**config.mk**
```make
export PLATFORM = sky130hd
export DESIGN_NAME = rng_modulo_unit
export DESIGN_NICKNAME = d
export VERILOG_FILES = /design/src/rtl/rng_pkg.sv /design/src/rtl/rng_div_step.sv /design/src/rtl/rng_modulo_unit.sv
export SDC_FILE = /design/constraint.sdc
export NUM_CORES = 1
export LEC_CHECK = 0
export CAP_MARGIN = 20
export CELL_PAD_IN_SITES_DETAIL_PLACEMENT = 1
export CELL_PAD_IN_SITES_GLOBAL_PLACEMENT = 1
export CORE_MARGIN = 8
export CORE_UTILIZATION = 45
export CTS_BUF_LIST = sky130_fd_sc_hd__clkbuf_4 sky130_fd_sc_hd__clkbuf_8
export DETAILED_ROUTE_END_ITERATION = 7
export GPL_TIMING_DRIVEN = 0
export PLACE_DENSITY_LB_ADDON = 0.1
export SETUP_SLACK_MARGIN = 0.2
export SYNTH_ARGS = -nofsm -noshare
export SYNTH_HDL_FRONTEND = slang
export SYNTH_SLANG_ARGS = --single-unit
```
**constraint.sdc**
```tcl
create_clock -name clock -period 5.3 [get_ports clock]
set_input_delay 1.06 -clock clock [delete_from_list [all_inputs] [get_ports clock]]
set_output_delay 1.06 -clock clock [all_outputs]
set_load 0.005 [all_outputs]
```
**src/rtl/rng_pkg.sv**
```systemverilog
// Shared definitions for the RNG-side blocks: FSM state type and default datapath width.
// Pure declarations; no logic, no latency.
// No flow control of its own.
package rng_pkg;

    localparam int RNG_W = 16;

    typedef enum logic [1:0] {
        IDLE,
        CHECK,
        ITER
    } rng_mod_state_t;

endpackage

```
**src/rtl/rng_div_step.sv**
```systemverilog
// One restoring shift-subtract division step (combinational).
// Latency: 0 cycles.
// Backpressure: none, pure function of its inputs.
module rng_div_step #(
    parameter int WIDTH = 16
) (
    input  logic [WIDTH-1:0] r,
    input  logic [WIDTH-1:0] q,
    input  logic [WIDTH-1:0] divisor,
    output logic [WIDTH-1:0] r_next,
    output logic [WIDTH-1:0] q_next
);

    logic [WIDTH:0]   r_sh;
    logic [WIDTH-1:0] diff;
    logic             ge;

    // The shifted remainder needs WIDTH+1 bits for the compare, but any value
    // kept afterwards is below the divisor and therefore fits in WIDTH bits.
    always_comb begin
        r_sh   = {r, q[WIDTH-1]};
        ge     = (r_sh >= {1'b0, divisor});
        diff   = r_sh[WIDTH-1:0] - divisor;
        r_next = ge ? diff : r_sh[WIDTH-1:0];
        q_next = {q[WIDTH-2:0], ge};
    end

endmodule

```
**src/rtl/rng_modulo_unit.sv**
```systemverilog
// Unsigned divider giving remainder/quotient for neighbour selection (optional RNG_MOD_EARLY_EXIT_EN).
// Latency: WIDTH+1 cycles from accepted start; 1 cycle for divisor 0 (and dividend <= divisor with early exit).
// Backpressure: start is only taken in IDLE; requests while busy are dropped, not queued.
module rng_modulo_unit
    import rng_pkg::*;
#(
    parameter int WIDTH = RNG_W,
    parameter int CNT_W = $clog2(WIDTH)
) (
    input  logic             clock,
    input  logic             nrst,
    input  logic             start,
    input  logic [WIDTH-1:0] dividend,
    input  logic [WIDTH-1:0] divisor,
    output logic [WIDTH-1:0] rng_remainder,
    output logic [WIDTH-1:0] rng_quotient,
    output logic             busy,
    output logic             done,
    output logic             div_by_zero
);

    localparam logic [CNT_W-1:0] CNT_INIT = CNT_W'(WIDTH - 1);

    rng_mod_state_t   state_q, state_d;
    logic [WIDTH-1:0] q_q, q_d;
    logic [WIDTH-1:0] dvs_q, dvs_d;
    logic [WIDTH-1:0] r_q, r_d;
    logic [CNT_W-1:0] cnt_q, cnt_d;
    logic [WIDTH-1:0] rem_q, rem_d;
    logic [WIDTH-1:0] quo_q, quo_d;
    logic             busy_q, busy_d;
    logic             done_q, done_d;
    logic             dbz_q, dbz_d;

    logic [WIDTH-1:0] r_next;
    logic [WIDTH-1:0] q_next;

    rng_div_step #(
        .WIDTH (WIDTH)
    ) u_step (
        .r       (r_q),
        .q       (q_q),
        .divisor (dvs_q),
        .r_next  (r_next),
        .q_next  (q_next)
    );

    always_ff @(posedge clock) begin
        if (!nrst) begin
            state_q <= IDLE;
            q_q     <= '0;
            dvs_q   <= '0;
            r_q     <= '0;
            cnt_q   <= '0;
            rem_q   <= '0;
            quo_q   <= '0;
            busy_q  <= 1'b0;
            done_q  <= 1'b0;
            dbz_q   <= 1'b0;
        end else begin
            state_q <= state_d;
            q_q     <= q_d;
            dvs_q   <= dvs_d;
            r_q     <= r_d;
            cnt_q   <= cnt_d;
            rem_q   <= rem_d;
            quo_q   <= quo_d;
            busy_q  <= busy_d;
            done_q  <= done_d;
            dbz_q   <= dbz_d;
        end
    end

    always_comb begin
        state_d = state_q;
        q_d     = q_q;
        dvs_d   = dvs_q;
        r_d     = r_q;
        cnt_d   = cnt_q;
        rem_d   = rem_q;
        quo_d   = quo_q;
        busy_d  = busy_q;
        done_d  = done_q;
        dbz_d   = dbz_q;

        case (state_q)
            IDLE: begin
                // q_q doubles as the dividend copy and the quotient shift register.
                if (start) begin
                    q_d     = dividend;
                    dvs_d   = divisor;
                    done_d  = 1'b0;
                    dbz_d   = 1'b0;
                    busy_d  = 1'b1;
                    state_d = CHECK;
                end
            end
            CHECK: begin
                if (dvs_q == '0) begin
                    rem_d   = q_q;
                    quo_d   = '1;
                    dbz_d   = 1'b1;
                    done_d  = 1'b1;
                    busy_d  = 1'b0;
                    state_d = IDLE;
                end
`ifdef RNG_MOD_EARLY_EXIT_EN
                else if (q_q < dvs_q) begin
                    rem_d   = q_q;
                    quo_d   = '0;
                    done_d  = 1'b1;
                    busy_d  = 1'b0;
                    state_d = IDLE;
                end else if (q_q == dvs_q) begin
                    rem_d   = '0;
                    quo_d   = WIDTH'(1);
                    done_d  = 1'b1;
                    busy_d  = 1'b0;
                    state_d = IDLE;
                end
`endif
                else begin
                    r_d     = '0;
                    cnt_d   = CNT_INIT;
                    state_d = ITER;
                end
            end
            ITER: begin
                r_d = r_next;
                q_d = q_next;
                if (cnt_q == '0) begin
                    rem_d   = r_next;
                    quo_d   = q_next;
                    done_d  = 1'b1;
                    busy_d  = 1'b0;
                    state_d = IDLE;
                end else begin
                    cnt_d = cnt_q - CNT_W'(1);
                end
            end
            default: state_d = IDLE;
        endcase
    end

    assign rng_remainder = rem_q;
    assign rng_quotient  = quo_q;
    assign busy          = busy_q;
    assign done          = done_q;
    assign div_by_zero   = dbz_q;

endmodule

```
==> out/results.tsv <==
metric	value	unit
R2R Setup Slk	2.12	ns
fill count	1260	
Cells after DPL	793	
R2R Path Start	dvs_q[1]$_SDFFE_PN0P_	
routed via count	4588	
Inserted Clock Buffers	9	
IR drop worst, VDD	194	uV
wire length per cell	18.9	um
# hold bufs at CTS	0	
Tightest Hold Check Type	reg -> reg	
DRT antenna net count	0	
Synth area leaders	dfxtp_1, a21oi_1, mux2i_1	
post-synth cell types	54	
GRT Util Overall	0.216	
# nets final	724	
Die Wd	119	um
Async SR Flop Fraction	0	
Worst setup EP type	flip-flop	
# IOs	70	
outcome	complete, no violations	
Seq/Total Area, Yosys	0.375	
Post-CTS Resized	0	
CP Data Required Time	5.56	ns
Starting DRT DRC Count	216	
vias per inst	5.68	
slew margin rel.	0.455	
Rows	37	
die extent in y	119	um
later-pin clock latency in the skew report	0.37	ns
post-synthesis register bit count	89	
final hold violations	0	
core area	10300	um^2
post-synthesis area per instance	8.06	um^2
Setup TNS	0	ns
Tmin final	3.18	ns
Worst Path Class, Setup	reg -> reg	
fraction of layout instances using a drive strength above 1	0.0506	
share of the synthesized area in the top cell type	0.375	
CTS max path bufs	2	
hold wc startpoint	rng_quotient[1]$_SDFFE_PN0P_	
max capacitance violation total	0	
clock slew at reported path FFs	0.09	ns
placed instance area	5600	um^2
number of flops mapped to enable cells by yosys	0	
Area growth syn-to-layout	23.0	%
Setup-failing EPs final	0	
Power Density	358	nW/um^2
Startpoint Class	flip-flop	
Starting Density	0.462	
top_reg_cell synth	dfxtp_1	
vias in the first global route	4923	
global-route wire length before repair	24700	um
Root Buffer	clkbuf_8	
setup bufs post-CTS	0	
Mapped Area	4750	um^2
Synthesized Nets	645	
period utilization	0.600	
Die ar.	14100	um^2
final WL	15300	um
H-Tree Depth	3	
largest net degree at the start of global routing	15	
ant diodes	0	
largest area contributor in the netlist	dfxtp_1	
total clock sinks	89	
fmax	314	MHz
DR pass1 iterations	4	
Worst Tran Pin Value	0.807	ns
RSZ-0062 raised after global routing	no	
Worst EP arrival	3.44	ns
static leakage	2.25	nW
Port-buffer cells	68	
grt ovf	0	
Ys Warns	0	
non-filler cells in the finished layout	808	
Worst Skew	0.0102	ns
Crit Path Max Fanout	10	
initial antenna violation count	0	
crit path launch	dvs_q[1]$_SDFFE_PN0P_	
post-route cell area	5840	um^2
Slew Limit Fails	0	
CTS tree	yes	
Cells after Synth	589	
routability congestion estimate	0.800	
DRC	0	
HPWL Detailed	12000	um
per-stage QoR:
stage                     hold WS (ns)  total power [mW]  setup slack [ns]   util
final                            0.464              2.09              2.12  0.568
after detailed placement         0.454              1.53              2.14  0.545
after global routing             0.485              2.20              1.90  0.568
after global placement           0.443              1.50              2.19  0.545
after floorplan                  0.445              1.26              2.65      -
after CTS                        0.467              2.10              2.11  0.568
flip-flops by register name (all words and copies together) (netlist names):
signal         flops
dvs_q             16
q_q               16
r_q               16
rng_quotient      16
rng_remainder     16
cnt_q              4
state_q            2
busy               1
div_by_zero        1
done               1
routing by layer:
metal	wire length [um]	vias up	GRT usage
li1	-	2239	-
met1	6700	2253	0.243
met2	7760	72	0.395
met3	434	24	0.0366
met4	352	0	0.0877
met5	0	-	0
layout make-up:
type                       instances  area (um^2)  area share
clock inverter                     5          104      0.0178
tap                              136          170      0.0291
inverter                          30          113      0.0193
clock buffer                      10          138      0.0236
timing repair buffer              68          681       0.117
multi-input combinational        430         2670       0.457
buffer                            40          185      0.0317
sequential                        89         1780       0.305
path summary, 6_finish.rpt:
path | end | cells after the start
setup / recovery | rng_remainder[8]$_SDFFE_PN0P_ | 12
hold / removal | rng_quotient[1]$_SDFFE_PN0P_ | 2
hold reg to reg | rng_quotient[1]$_SDFFE_PN0P_ | 2
setup reg to reg | rng_remainder[8]$_SDFFE_PN0P_ | 12
cells in the final DEF (no fill, tap or decap), types with 6 or more instances in the layout:
cell / synthesis / final
clkbuf_1: 31 / 31
nor2b_1: 7 / 7
nand2_1: 67 / 67
or3_1: 6 / 6
clkbuf_8: 0 / 10
nor2_1: 64 / 64
and2_1: 6 / 6
a21oi_1: 60 / 60
ha_1: 20 / 20
mux2i_1: 26 / 26
nand3_1: 16 / 16
o211ai_1: 13 / 13
xnor2_1: 8 / 8
a211oi_1: 18 / 18
nor3_1: 9 / 9
dfxtp_1: 89 / 89
a22oi_1: 8 / 8
inv_1: 30 / 30
o21ai_0: 32 / 32
clkdlybuf4s50_1: 0 / 68
o21a_1: 7 / 7
kinds of logic after synthesis:
group,share of synthesized area
AOI/OAI and AO/OA,0.238
xor gates and xnor gates,0.0185
adders and majority gates,0.0569
buffers and inverters,0.0627
DFF,0.375
muxes,0.0707
and+or+nand+nor,0.178
worst max-delay path: stages, from the launching register on:
cell and delay, ns:
dfxtp_1 0.42, inv_1 0.07, ha_1 0.31, nor2b_1 0.16, o211ai_1 0.39, a211oi_2 0.15, a2111oi_1 0.39, o21a_1 0.20
buf_6 0.14, buf_12 0.15, mux2i_1 0.35, a21oi_1 0.12, a31o_2 0.21
synthesized netlist by cell type (all sizes together) (2+ instances only):
master   instances
xor2             2
a21o             5
buf              9
o21a             7
and3             4
o211ai          13
nor2            64
a22oi            8
o21ai           35
nor4             5
a31o             4
nand2           67
mux2i           26
nand3           16
inv             30
a21boi           2
nor3             9
dfxtp           89
a2bb2oi          5
a21oi           60
clkbuf          31
ha              20
nor2b            7
xnor2            8
and2             6
a2111oi          2
or3              6
o21bai           2
a31oi            6
mux2             6
a211oi          19
o2111ai          3
nand4            3
power by group:
| group | switching (mW) | internal (mW) |
|---|---|---|
| logic | 0.398 | 0.320 |
| registers | 0.0592 | 0.743 |
| clock network | 0.249 | 0.324 |
| total | 0.706 | 1.39 |
(Power assumes the default switching activity.)
